[src/rtl/alu_issue.sv]
// RV32 ALU issue stage: decodes one instruction into ALU op/operands and
// holds it in a single registered output entry with valid/ready flow control.
module alu_issue (
  input  logic        clk,
  input  logic        rst,
  input  logic        in_valid,
  output logic        in_ready,
  input  logic [31:0] instr,
  input  logic [31:0] pc,
  input  logic [31:0] rs1_data,
  input  logic [31:0] rs2_data,
  input  logic        flush,
  output logic        out_valid,
  input  logic        out_ready,
  output logic [2:0]  alu_op,
  output logic [31:0] alu_a,
  output logic [31:0] alu_b,
  output logic        illegal,
  output logic [7:0]  illegal_count
);

  localparam logic [6:0] OPC_OP     = 7'b0110011;
  localparam logic [6:0] OPC_OP_IMM = 7'b0010011;
  localparam logic [6:0] OPC_LOAD   = 7'b0000011;
  localparam logic [6:0] OPC_STORE  = 7'b0100011;
  localparam logic [6:0] OPC_BRANCH = 7'b1100011;
  localparam logic [6:0] OPC_LUI    = 7'b0110111;
  localparam logic [6:0] OPC_AUIPC  = 7'b0010111;

  localparam logic [2:0] OP_ADD = 3'b000;
  localparam logic [2:0] OP_SUB = 3'b001;
  localparam logic [2:0] OP_AND = 3'b010;
  localparam logic [2:0] OP_OR  = 3'b011;
  localparam logic [2:0] OP_XOR = 3'b100;

  logic [6:0]  w_opcode;
  logic [2:0]  w_f3;
  logic [6:0]  w_f7;
  logic [31:0] w_imm_i;
  logic [31:0] w_imm_s;
  logic [31:0] w_imm_u;
  logic [2:0]  w_op;
  logic [31:0] w_a;
  logic [31:0] w_b;
  logic        w_illegal;
  logic        w_accept;

  logic        r_out_valid;
  logic [2:0]  r_op;
  logic [31:0] r_a;
  logic [31:0] r_b;
  logic        r_illegal;
  logic [7:0]  r_count;

  assign w_opcode = instr[6:0];
  assign w_f3     = instr[14:12];
  assign w_f7     = instr[31:25];
  assign w_imm_i  = {{20{instr[31]}}, instr[31:20]};
  assign w_imm_s  = {{20{instr[31]}}, instr[31:25], instr[11:7]};
  assign w_imm_u  = {instr[31:12], 12'b0};

  always_comb begin
    w_op      = OP_ADD;
    w_a       = rs1_data;
    w_b       = 32'b0;
    w_illegal = 1'b0;
    case (w_opcode)
      OPC_OP: begin
        w_b = rs2_data;
        if (w_f7 == 7'b0000000) begin
          case (w_f3)
            3'b000:  w_op = OP_ADD;
            3'b111:  w_op = OP_AND;
            3'b110:  w_op = OP_OR;
            3'b100:  w_op = OP_XOR;
            default: w_illegal = 1'b1;
          endcase
        end else if (w_f7 == 7'b0100000 && w_f3 == 3'b000) begin
          w_op = OP_SUB;
        end else begin
          w_illegal = 1'b1;
        end
      end
      OPC_OP_IMM: begin
        w_b = w_imm_i;
        case (w_f3)
          3'b000:  w_op = OP_ADD;
          3'b111:  w_op = OP_AND;
          3'b110:  w_op = OP_OR;
          3'b100:  w_op = OP_XOR;
          default: w_illegal = 1'b1;
        endcase
      end
      OPC_LOAD:  w_b = w_imm_i;
      OPC_STORE: w_b = w_imm_s;
      OPC_BRANCH: begin
        w_op = OP_SUB;
        w_b  = rs2_data;
        if (w_f3 != 3'b000 && w_f3 != 3'b001) w_illegal = 1'b1;
      end
      OPC_LUI: begin
        w_a = 32'b0;
        w_b = w_imm_u;
      end
      OPC_AUIPC: begin
        w_a = pc;
        w_b = w_imm_u;
      end
      default: w_illegal = 1'b1;
    endcase
    // Unsupported encodings present a clean zeroed payload downstream.
    if (w_illegal) begin
      w_op = OP_ADD;
      w_a  = 32'b0;
      w_b  = 32'b0;
    end
  end

  // Handshake: a transfer happens on an edge where valid && ready are both 1.
  // Upstream: in_ready does not depend on in_valid; flush blocks input.
  // Downstream: the entry is held unchanged until out_valid && out_ready.
  assign in_ready = !flush && (!r_out_valid || out_ready);
  assign w_accept = in_valid && in_ready;

  always_ff @(posedge clk) begin
    if (rst) begin
      r_out_valid <= 1'b0;
      r_op        <= OP_ADD;
      r_a         <= 32'b0;
      r_b         <= 32'b0;
      r_illegal   <= 1'b0;
      r_count     <= 8'd0;
    end else if (flush) begin
      r_out_valid <= 1'b0;
    end else if (w_accept) begin
      r_out_valid <= 1'b1;
      r_op        <= w_op;
      r_a         <= w_a;
      r_b         <= w_b;
      r_illegal   <= w_illegal;
      if (w_illegal && r_count != 8'hFF) r_count <= r_count + 8'd1;
    end else if (out_ready) begin
      r_out_valid <= 1'b0;
    end
  end

  assign out_valid     = r_out_valid;
  assign alu_op        = r_op;
  assign alu_a         = r_a;
  assign alu_b         = r_b;
  assign illegal       = r_illegal;
  assign illegal_count = r_count;

endmodule

[config.mk]
export PLATFORM = sky130hd
export DESIGN_NAME = alu_issue
export DESIGN_NICKNAME = d
export VERILOG_FILES = /design/src/rtl/alu_issue.sv
export SDC_FILE = /design/constraint.sdc
export NUM_CORES = 1
export LEC_CHECK = 0
export ABC_AREA = 1
export CAP_MARGIN = 20
export CORE_UTILIZATION = 43
export DETAILED_ROUTE_END_ITERATION = 7
export PLACE_DENSITY_LB_ADDON = 0.08
export SKIP_CTS_REPAIR_TIMING = 1
export SYNTH_ARGS = -nofsm -noshare
export SYNTH_HDL_FRONTEND = slang
export SYNTH_SLANG_ARGS = --single-unit
[constraint.sdc]
create_clock -name clk -period 2.5 [get_ports clk]
set_input_delay 0.5 -clock clk [delete_from_list [all_inputs] [get_ports clk]]
set_output_delay 0.5 -clock clk [all_outputs]
set_load 0.03 [all_outputs]
### Word level (Yosys, flattened, before mapping)

Index checks and enable logic that the tools add are counted.

* input port bits: 133
* RAM bits: 0
* memories kept: 0
* output and inout bits: 78
* latch bits: 0
* flip-flop bits (word level): 77
* bits in read-only memories: 0
* logic and storage cells: 57

* reductions and logical operators: 20
* $add $sub $neg: 1
* multiplexer cells: 16
* multiply operators: 0
* $lt $le $gt $ge: 0
* div/mod/pow operators: 0
* shifts and indexed selects: 0
* equality and inequality tests: 13
* bitwise operators: 1

Operators by type and width (number)
* $pmux 32 s4: 1
* $mux 32: 2
* $pmux 32 s2: 1
* $eq 7x6->1 const B: 4
* $pmux 3 s3: 2
* $eq 7x5->1 const B: 2
* $eq 3x3->1 const B: 3
* $add 8x1->8 const B: 1
* $ne 8x8->1 const B: 1
* $reduce_or 2->1: 4
* $reduce_or 4->1: 2
* $eq 7x2->1 const B: 1
* $eq 7x7->1 const B: 1
* $logic_not 7->1: 1
* $mux 1: 7
* $mux 3: 2
* $logic_and 1x1->1: 5
* $pmux 1 s4: 1
* $logic_not 3->1: 1
* $ne 3x1->1 const B: 1
* $reduce_and 3->1: 1
* $reduce_bool 3->1: 1
* $logic_not 1->1: 2
* $reduce_and 2->1: 1
* other kinds (3): 3

### Longest topological paths before layout

Gate-level depths: netlist of run 1.

* depth after elaboration: 7
* gate-level depth with buffers: 14
* gate-level depth less buffers: 12

### Worst setup path after synthesis of run 1

No wires, ideal clock.

* path kind: input port to flip-flop
* start: input out_ready
* end: register r_count[0] (netlist: illegal_count[0])
* setup time: 128 ps
* data required time: 2372 ps
* stages on the path: 8
* path slack: 270 ps
* data arrival time: 2102 ps
* path buffers: 1
* cells stage by stage: inv_1 -> a21oi_1 -> nand2_1 -> inv_1 -> clkbuf_1 -> nand4_1 -> nand2_1 -> nor2_1

* cells in the longest elaborated chain, start to end: 4

RTL lines
* from (decl): RTL line 14 `input logic out_ready,`
* $logic_or 1x1->1: RTL line 122 `assign in_ready = !flush && (!r_out_valid || out_ready);`
* $logic_and 1x1->1: RTL line 122
* named net in_ready: RTL line 7 `output logic in_ready,`
* $logic_and 1x1->1: RTL line 123 `assign w_accept = in_valid && in_ready;`
* $reduce_and 3->1 (no source line)
* to (signal assigned): RTL line 141 `if (w_illegal && r_count != 8'hFF) r_count <= r_count + 8'd1;`
* to (decl): RTL line 53 `logic [7:0] r_count;`

The timed path passes the listed nets, and every way through them passes these cells.
A chain may end at the register's enable or synchronous reset.

### Worst setup path after layout of run 1

* start: input out_ready
* end: output in_ready

* cells in the longest elaborated chain, start to end: 2

RTL lines (RTL line)
* $logic_or 1x1->1: 122
* $logic_and 1x1->1: 122
* to (decl): 7

Every way passes these cells.

==> results of run 1 <==
## routing by layer
metal,vias to the layer above,GRT usage [%],share of wire (%),wire length (µm)
li1,2437,-,-,-
met1,2154,31.7,41,5370
met2,199,46.5,49,6430
met3,21,7.24,8.7,1160
met4,0,10.2,2.2,290
met5,-,0,0,0
## cell families after synthesis
group                    count (synthesis)  synth area share (%)
flip-flops                              77                  37.9
AND/OR/NAND/NOR                        307                  30.8
adder cells (fa/ha/maj)                  1                 0.307
buffers and inverters                  118                  11.8
XOR/XNOR                                 1                 0.215
AO/OA/AOI/OAI                          140                  19.0
## flip-flops by register name (all words and copies together) (netlist names)
register       flops
alu_a             32
alu_b             32
alu_op             3
illegal            1
illegal_count      8
out_valid          1
## worst max path at each step
| stage | endpoint | from | depth (start not counted) | slack, ns |
|---|---|---|---|---|
| floorplan | illegal_count[0] | out_ready | 8 | 0.27 |
| global placement | in_ready | out_ready | 4 | 0.12 |
| detailed placement | alu_b[22] | instr[5] | 10 | 0.04 |
| CTS | in_ready | out_ready | 4 | 0.08 |
| global route | in_ready | out_ready | 4 | 0.02 |
| finish | in_ready | out_ready | 4 | 0.07 |
## layout by cell type (no fill, tap or decap), types with 2 or more instances in the layout
cell / Yosys / routed
clkbuf_8: 0 / 10
nor2_1: 27 / 27
buf_12: 0 / 4
inv_2: 2 / 2
clkdlybuf4s50_1: 0 / 209
o21ai_0: 32 / 32
nand4_1: 5 / 5
o21ai_1: 8 / 8
clkinv_2: 0 / 2
buf_4: 8 / 12
bufinv_16: 0 / 2
nand3_1: 22 / 22
dfxtp_1: 77 / 77
inv_1: 78 / 78
o211ai_1: 25 / 25
a21oi_1: 72 / 72
nand2_1: 243 / 242
nor3_1: 3 / 3
## worst register-to-register path, cell delays in order (launching register included)
cell	delay (ns)
dfxtp_1	0.36
a21oi_1	0.11
nand2_2	0.19
buf_4	0.53
nand2_1	0.16
a21oi_1	0.17
## cell type report
class / count / area, µm² / area share (%)
Multi-Input combinational cell: 449 / 2050 / 31.4
Sequential cell: 77 / 1540 / 23.6
Inverter: 81 / 304 / 4.66
Clock buffer: 10 / 138 / 2.11
Timing Repair Buffer: 226 / 2270 / 34.8
Clock inverter: 6 / 86.3 / 1.32
Tap cell: 111 / 139 / 2.13
## power breakdown
| part | leakage (nW) | internal, mW | switching [mW] | total (mW) |
|---|---|---|---|---|
| sequential | 0.621 | 1.23 | 0.00751 | 1.24 |
| clock | 0.112 | 0.588 | 0.469 | 1.06 |
| combinational | 1.91 | 0.244 | 0.183 | 0.426 |
==> flow_summary.toml, run 1 <==
[status]
status = "finished clean"

[clock_tree]
clockRootBuffer = "clkbuf_8"
cts.clk_slew.worst_paths_ns = 0.08
cts.sinks = 77
cts_max_level = 3
cts_tree = "yes"
clockBufferDepth = 2
numCtsBuffers = 9
clk_latency_ns = 0.34

[placement]
place_congestion = 0.878
place_ws_ns = 0.0412
dp.cells = 944
dpl.hpwl_mm = 9.93
place_area_um2 = 6300
portBuffers = 210

[sta]
fin_setup_tns_ns = 0
fin_crit_sh_pct = 97.3
rsz0062_at_grt = "no"
finalHoldViolations = 0
slew_headroom_pct = 59.6
worst_slack_ns = 0.0683
finClkSkew_ns = 0.00988
fmax_mhz = 411
period_needed_ns = 2.43
worstMarginPinSlew_ns = 0.606
finalSetupViolCount = 0
fin_hold_ws_ns = 0.463
slew_viol_final = 0

[global_route]
antenna_found_initial = 0
grt_start_max_net_pins = 59
grt_pass1_vias = 4459
grt.overflow.total = 0
grt_first_pass_wirelength_mm = 21.1
grt.total_usage_pct = 26.8

[worst_setup_path]
start_kind = "primary input"
crit_buf_inv = 3
cp.arrival_ns = 1.93
reg2reg_slack_ns = 0.92
crit_family = "buffers and inverters"
criticalPathCategory = "primary input to primary output"
worstReg2RegEnd = "alu_a[26]"
endpoint_kind = "primary output"
cp_common_cell = "clkdlybuf4s50_1"
worstPathRequired_ns = 2.00
cpPeakStageDelay_ns = 0.72
reg2regPathDepth = 5
cp_max_fo = 2
r2r_start = "out_valid"
worstPathCellList = "clkdlybuf4s50_1 -> inv_1 -> a21oi_1 -> clkdlybuf4s50_1"
crit_path_top_delay_cell = "clkdlybuf4s50_1"

[floorplanning]
fp.dieH_um = 99.3
core_um2 = 9200
io_pins = 211
die_area_um2 = 9860
die_w_um = 99.3
rows = 35
start_util_pct = 44.2

[yosys]
async_flop_share_pct = 0
ys_seq_area_share_pct = 37.9
ys_seq_elements = 77
syn_area_per_cell_um2 = 6.32
synth_nets = 778
yosysMostFrequentCell = "nand2_1"
synth_top_area_share_pct = 37.9
syn_area_um2 = 4070
synth_cells = 644
yosys_warnings = 0
yosysTopAreaCell = "dfxtp_1"
synth_common_cells = "243 x nand2_1, 78 x inv_1, 77 x dfxtp_1"
synth-main-ff-cell = "dfxtp_1"
synthTopCellsByArea = "dfxtp_1 38%, nand2_1 22%, a21oi_1 8.9%"
synth_edf_count = 0
yosysUniqueCellTypes = 28

[layout]
area.growth.synth_to_final_pct = 60.3
final_cells = 960
fillCellCount = 812
postLayoutCellArea_um2 = 6520
drive_gt1_share_pct = 4.95
diodes = 0
utilization_pct = 70.9
nets = 978

[pwr]
p_leak_nw = 2.64
power.density_nw_per_um2 = 418
total_power_mw = 2.73
peakVddDrop_uv = 341

[detailed_routing]
drc_errors = 0
avgViaCountPerCell = 5.01
drt-initial-drc-count = 183
num_vias = 4811
wl_per_cell_um = 13.8
dr.pass1.iters = 5
wl_mm = 13.2
drtAntennaViolNets = 0

[min_path]
hold_class = "flop to flop"
hold_start = "alu_b[11]"
whs_endpoint = "alu_b[11]"
hold_depth = 2

[flow_run]
maxCapViolCount = 0
No activity file was read; power rests on OpenSTA's default activity.
==> inputs of run 2 (changes only) <==
--- a/config.mk
+++ b/config.mk
@@ -7,7 +7,7 @@
 export LEC_CHECK = 0
 export ABC_AREA = 1
 export CAP_MARGIN = 20
-export CORE_UTILIZATION = 43
+export CORE_UTILIZATION = 36
 export DETAILED_ROUTE_END_ITERATION = 7
 export PLACE_DENSITY_LB_ADDON = 0.08
 export SKIP_CTS_REPAIR_TIMING = 1
==> constraint.sdc (replaced) <==
create_clock -name clk -period 2.1 [get_ports clk]
set_input_delay 0.42 -clock clk [delete_from_list [all_inputs] [get_ports clk]]
set_output_delay 0.42 -clock clk [all_outputs]
set_load 0.03 [all_outputs]
==> run 2 against run 1 <==
  * Die area is 19% higher
  * Combinational power is 32% higher
  * Register-to-register slack worse by 0.48 ns
  * Non-clock buffer count is 29 higher
  * Critical path depth is 9 higher
  * Total power is 40% higher
  * Global-route usage is 3.2 points lower
  * Count of clock-buffer cells in the layout is 1 higher
  * Utilization is 6.7 points lower
  * Sequential share of layout area is 1.7 points lower
  * Routed wire length is 12% higher
  * Hold slack hardly changed
  * Critical endpoint is now alu_b[10]
  * Largest cell class unchanged
==> flow_summary.toml, run 2 (synthesized netlist as in run 1, its figures left out) <==
[worst_setup_path]
worstPathRequired_ns = 2.29
cp_common_cell = "nand2_1"
crit_path_top_delay_cell = "clkdlybuf4s50_1"
start_kind = "primary input"
criticalPathCategory = "primary input to flop"
endpoint_kind = "flop"
crit_buf_inv = 5
crit_family = "buffers and inverters"
worstPathCellList = "clkdlybuf4s50_1 -> nand2_1 -> inv_2 -> nand2_1 -> buf_4 -> nor2_1 -> nand3_2 -> nand3_4 -> buf_4 -> nor2_4 -> buf_12 -> nand2_1 -> a21oi_1"
reg2reg_slack_ns = 0.44
cp.arrival_ns = 2.24
cpPeakStageDelay_ns = 0.48
cp_max_fo = 16

[detailed_routing]
num_vias = 4872
avgViaCountPerCell = 4.78
dr.pass1.iters = 4
wl_mm = 14.8
drc_errors = 0
wl_per_cell_um = 14.5
drtAntennaViolNets = 0
drt-initial-drc-count = 191

[floorplanning]
core_um2 = 10900
die_area_um2 = 11700
start_util_pct = 37.2
io_pins = 211
fp.dieH_um = 108
rows = 38
die_w_um = 108

[clock_tree]
cts.sinks = 77
clk_latency_ns = 0.33
clockBufferDepth = 2
clockRootBuffer = "clkbuf_16"
cts_max_level = 3
cts_tree = "yes"
numCtsBuffers = 9
cts.clk_slew.worst_paths_ns = 0.06

[pwr]
power.density_nw_per_um2 = 541
swShare_pct = 22.3
p_leak_nw = 2.86
internal-power_mw = 2.95
power_frac_seq_pct = 38.9
p_switching_mw = 0.848
combinationalPowerShare_pct = 14.8
clkPwrFrac_pct = 46.3
peakVddDrop_uv = 339

[sta]
fin_crit_sh_pct = 98.0
finalSetupViolCount = 0
finalHoldViolations = 0
fmax_mhz = 486
period_needed_ns = 2.06
slew_viol_final = 0
finClkSkew_ns = 0.00921
slew_headroom_pct = 57.7
worstMarginPinSlew_ns = 0.635

[placement]
place_area_um2 = 6490
dp.cells = 992
dpl.hpwl_mm = 10.4
place_congestion = 0.852
portBuffers = 210

[global_route]
grt_pass1_vias = 4639
grt_start_max_net_pins = 65
grt_first_pass_wirelength_mm = 21.7
grt.overflow.total = 0
grt.total_usage_pct = 23.7
antenna_found_initial = 0

[layout]
diodes = 0
drive_gt1_share_pct = 8.64
postLayoutCellArea_um2 = 7030
final_cells = 1020
seqCellArea_um2 = 1540
area.growth.synth_to_final_pct = 72.7
nets = 1010
layout_common_cells = "242 x nand2_1, 208 x clkdlybuf4s50_1, 77 x inv_1, 77 x dfxtp_1, 71 x a21oi_1"
multi_input_area_um2 = 2100
final_common_cell = "nand2_1"
fillCellCount = 1000

[status]
status = "finished clean"

[min_path]
hold_class = "flop to flop"

[flow_run]
maxCapViolCount = 0
## run 2: cell count changes in the layout (fill, tap and decap cells not counted), moves of 2 or more
cell	change
buf_4	+23
clkbuf_16	+10
clkbuf_8	-10
buf_12	+6
nor2_4	+3
clkbuf_1	+2
clkinv_2	-2
nand3_1	-2
nand3_2	+2
## run 2: layer usage
layer,GRT usage (%),routed length (µm),vias up
li1,-,-,2501
met1,27.2,5990,2182
met2,42.1,7310,172
met3,6.39,1240,17
met4,8.01,254,0
met5,0,0,-
## run 2: per-stage QoR
stage          setup WS (ns)  TNS [ns]  utilization, %  hold WS [ns]  total power, mW
2_1_floorplan          0.207         0               -         0.499             1.69
3_3_place_gp          -0.481    -31.55            59.4         0.451             2.05
3_5_place_dp          -0.592    -36.68            59.4         0.455             2.06
4_1_cts               -0.246    -12.21            62.4         0.464             3.81
5_1_grt              -0.0525    -0.963            64.3         0.481             3.94
6_report              0.0424         0            64.3         0.464             3.80
## run 2: tightest hold or removal path, cell delays in order (launching register included)
cell	delay (ns)
dfxtp_1	0.31
nand2_1	0.06
a21oi_1	0.05
## run 2: final timing paths
check | startpoint | endpoint | depth (start not counted)
min reg2reg | alu_a[8] | alu_a[8] | 2
min | alu_a[8] | alu_a[8] | 2
max | instr[1] | alu_b[10] | 13
max reg2reg | out_valid | alu_a[4] | 6
## run 2: power groups by stage
stage | clock network (mW) | logic [mW] | registers, mW
floorplan | 0 | 0.162 | 1.53
global placement | 0 | 0.541 | 1.51
detailed placement | 0 | 0.545 | 1.51
CTS | 1.78 | 0.547 | 1.48
global route | 1.86 | 0.608 | 1.48
finish | 1.76 | 0.562 | 1.48
## run 2: final cells by class
| cell class | count | share of cell area, % |
|---|---|---|
| Clock buffer | 11 | 3.31 |
| Clock inverter | 4 | 1.39 |
| Inverter | 81 | 4.38 |
| Tap cell | 140 | 2.49 |
| Timing Repair Buffer | 255 | 36.6 |
| Multi-Input combinational cell | 452 | 29.9 |
| Sequential cell | 77 | 21.9 |
==> inputs of run 3 (changes only) <==
--- a/config.mk
+++ b/config.mk
@@ -8,6 +8,7 @@
 export ABC_AREA = 1
 export CAP_MARGIN = 20
 export CORE_UTILIZATION = 36
+export CTS_CLUSTER_SIZE = 30
 export DETAILED_ROUTE_END_ITERATION = 7
 export PLACE_DENSITY_LB_ADDON = 0.08
 export SKIP_CTS_REPAIR_TIMING = 1
==> results of run 3 <==
Same layout as run 2: the final DEF is identical, and so are final timing and power.
==> variant 1, RTL diff (config.mk and constraints of run 2) <==
Reset style: asynchronous (`rst`), changed in one clocked block.
--- a/src/rtl/alu_issue.sv
+++ b/src/rtl/alu_issue.sv
@@ -123,5 +123,5 @@
   assign w_accept = in_valid && in_ready;
 
-  always_ff @(posedge clk) begin
+  always_ff @(posedge clk or posedge rst) begin
     if (rst) begin
       r_out_valid <= 1'b0;
Formal check against the unedited RTL: differs if rst is asserted again (counterexample within 4 cycles, from zero or initial values and one cycle with rst high); with rst held inactive, the same outputs for 4 cycles.
==> variant 1 against run 2 <==
Routed wire length shrank 9.5%. Area after synthesis grew 0.80%. Power grew 8.1%. Cell area shrank 1.6%. Setup slack gained 0.11 ns. Sequential cell count is the same. Die area grew 0.78%. Non-clock buffer count shrank 6.
==> variant 1: results (changes against run 2) <==
[status]
outcome=complete, no violations

[final_layout]
nFillCells=985  ; -1.5%
multi_input_comb_cells=395  ; -13%
clock_buffers=12  ; +1
signal_buffers=249  ; -2.4%
num-nonclk-inverters=32  ; -60%
buf_share_pct=35.4  ; -1.3 points
nets=898  ; -11%
seqAreaFraction_pct=27.9  ; +5.9 points

[worst_hold_path]
hold_end=alu_b[24]$_DFFE_PP0P_
hp-start=alu_b[24]$_DFFE_PP0P_

[grt]
grt_max_degree=78  ; +20%
grt_pass1_wl_microns=21400  ; -1.0%
first_global_vias=4444  ; -4.2%

[place]
dpl_cell_area_sq_um=6590  ; +1.4%
dp_hpwl_microns=9800  ; -5.6%
globalplace.congestion=0.807  ; -5.3%
place_inst=893  ; -10%

[critical_path]
crit_arrival_ns=2.17  ; -0.07 ns
endpoint=illegal_count[3]$_DFFE_PP0P_
r2r_setup_slack_ns=0.21  ; -0.23 ns
slowest_delay_ns=0.45  ; -0.03 ns
r2r-start=illegal_count[0]$_DFFE_PP0P_
rr_worst_depth=9  ; +3
cp_max_fo=8  ; -8

[synthesis]
yosys-top-cells-area=dfrtp_1 (47%), nand2_1 (25%), a32o_1 (7.8%)
syn_inst=536  ; -17%
synthesis.nets=670  ; -14%
async_reset_ff_share_pct=100  ; +100 points
synth_seq_area_share_pct=47.0  ; +9.1 points
ys_top_cells_by_count=nand2_1 (268), dfrtp_1 (77), a32o_1 (32), inv_1 (28)
synthAdderAreaFrac_pct=0.305  ; -0.0024 points
synthDistinctLibCells=27  ; -3.6%
synth_compound_area_share_pct=14.6  ; -4.4 points
synthXorXnorAreaFrac_pct=1.07  ; +0.85 points

[power_and_ir_drop]
clkPwrFrac_pct=41.2  ; -5.1 points
pg_seq_uw=1600  ; +8%
p_leak_uw=0.00335  ; +17%
peakVddDrop_v=0.000281  ; -17%
switching_power_uw=1030  ; +22%

[sta]
finClkSkew_ns=0.00208  ; -0.00713 ns
slew_headroom_pct=63.7  ; +6.0 points

[routing]
vias=4547  ; -6.7%
wire_per_inst_microns=14.7  ; +1.5%
dr.pass1.iters=5  ; +1
routed_wl_microns=13400  ; -9.5%
drt_iter0_markers=229  ; +20%

[cts]
clockBufferDepth=2  ; unchanged

variant 1: critical path: cells and delay by family:
kind | cells | cell delay [ns]
AOI/OAI and AO/OA | 1 | 0.12
buffers and inverters | 2 | 0.58
and+or+nand+nor | 8 | 1.03
variant 1: routing by layer:
metal	track usage [%]	up-vias	routed length, microns
met5	0	-	0
met4	7.53	0	204
met3	5.68	14	1120
met2	40.2	221	6400
met1	29.0	2093	5650
li1	-	2219	-
variant 1: metrics by stage:
step / utilization (%) / TNS, ns / hold WS, ns / setup slack (ns) / power, uW
floorplan: - / 0 / 0.486 / 0.0708 / 1960
finish: 63.0 / 0 / 0.476 / 0.151 / 4110
CTS: 62.9 / 0 / 0.480 / 0.135 / 4140
global placement: 60.0 / -8.87 / 0.461 / -0.158 / 2430
detailed placement: 60.0 / -11.98 / 0.464 / -0.203 / 2440
global route: 63.0 / 0 / 0.492 / 0.0117 / 4290
==> variant 2, RTL diff (settings of run 2) <==
Without the edit above. Put one more register stage on the output `illegal_count`, cleared by the reset. The value now appears one clock later. The other outputs are not delayed to match.
--- a/src/rtl/alu_issue.sv
+++ b/src/rtl/alu_issue.sv
@@ -150,5 +150,11 @@
   assign alu_b         = r_b;
   assign illegal       = r_illegal;
-  assign illegal_count = r_count;
+  always_ff @(posedge clk) begin
+    if (rst) begin
+      illegal_count <= '0;
+    end else begin
+      illegal_count <= r_count;
+    end
+  end
 
 endmodule
Formal check against the unedited RTL: not equivalent (a bounded check fails within 4 cycles, from zero or initial values and one cycle with rst high).
==> variant 2 against run 2 <==
Setup slack better by 0.15 ns. Clock skew is 0.0033 ns lower. Count of clock-buffer cells in the layout is 1 lower. Cell area is 0.30% higher. Sequential cell count is 8 higher. Power is 2.7% higher. Area after synthesis is 5.0% higher. Routed wire length is 7.4% lower. Critical endpoint is now alu_a[21]$_SDFFE_PP0P_.
==> variant 2: results (changes against run 2) <==
[place]
dp_hpwl_microns=10400  ; +0.33%
globalplace.congestion=0.854  ; +0.21%
dpl_cell_area_sq_um=6700  ; +3.2%

[routing]
vias=4882  ; +0.21%
dr.pass1.iters=5  ; +1

[critical_path]
rr_worst_depth=10  ; +4
r2r_end=r_count[3]$_SDFFE_PP0P_
endpoint=alu_a[21]$_SDFFE_PP0P_
cp_max_fo=12  ; -4
r2r_setup_slack_ns=0.37  ; -0.07 ns
r2r-start=r_count[0]$_SDFFE_PP0P_

[synthesis]
synthesis.nets=792  ; +1.8%
synth_compound_area_share_pct=18.0  ; -1.0 points
synthDistinctLibCells=29  ; +3.6%
synth_seq_area_share_pct=39.8  ; +2.0 points
yosys-top-cells-area=dfxtp_1 (40%), nand2_1 (21%), a21oi_1 (8.3%)
ys_top_cells_by_count=nand2_1 (237), dfxtp_1 (85), inv_1 (77), a21oi_1 (71), nor2_1 (32)

[sta]
slew_headroom_pct=74.5  ; +17 points
whs_ns=0.464  ; +0.000528 ns

[grt]
grt_max_degree=42  ; -35%
grt_pass1_wl_microns=22600  ; +4.5%
grt_usage_pct=22.7  ; -1.0 points

[worst_hold_path]
hp-start=alu_b[16]$_SDFFE_PP0P_

[power_and_ir_drop]
p_leak_uw=0.00289  ; +0.90%

[status]
outcome=complete, no violations

[final_layout]
drive_above_1_share_pct=7.82  ; -0.81 points
nets=1011  ; +0.099%

## variant 2: layer usage
layer	GRT usage (%)	wire length [microns]	up-vias
met5	0	0	-
met3	6.89	1060	16
li1	-	-	2522
met4	7.11	229	0
met1	29.4	6320	2172
met2	35.9	6090	172
## variant 2: power breakdown
| group | internal [uW] | switching, uW |
|---|---|---|
| logic | 314 | 221 |
| registers | 1620 | 9.00 |
| clock network | 1080 | 652 |
| total | 3020 | 883 |
## variant 2: kinds of logic (layout without fill, tap and decap cells)
kind of cell,count (synthesis),in the layout
AO/OA/AOI/OAI,139,139
buffers and inverters,119,343
flip-flops,85,85
XOR/XNOR,1,1
AND/OR/NAND/NOR,313,313
adder cells (fa/ha/maj),1,1
## variant 2: final cells by class
cell class                 count  area share [%]
timing repair buffer         247            34.8
multi-input combinational    454            29.6
sequential                    85            24.1
inverter                      80            4.26
clock buffer                  10            3.39
tap                          143            2.54
clock inverter                 6            1.31
## variant 2: worst max-delay path, cell delays in order
cell and delay (ns):
clkdlybuf4s50_1 0.41, inv_1 0.07, nand2_1 0.05, nor2_1 0.20, nand3_1 0.11, nand3_1 0.14
nand3_2 0.13, nor2_4 0.20, buf_4 0.22, nand2_1 0.08, a21oi_1 0.14
## variant 2: per-stage QoR
stage / utilization [%] / cells / setup WS [ns]
after floorplan: - / 658 / 0.0352
after global placement: 58.4 / 1009 / -0.148
after detailed placement: 58.4 / 1009 / -0.205
after CTS: 61.3 / 1025 / 0.0864
after global routing: 61.5 / 1025 / 0.0213
final: 61.5 / 1025 / 0.197
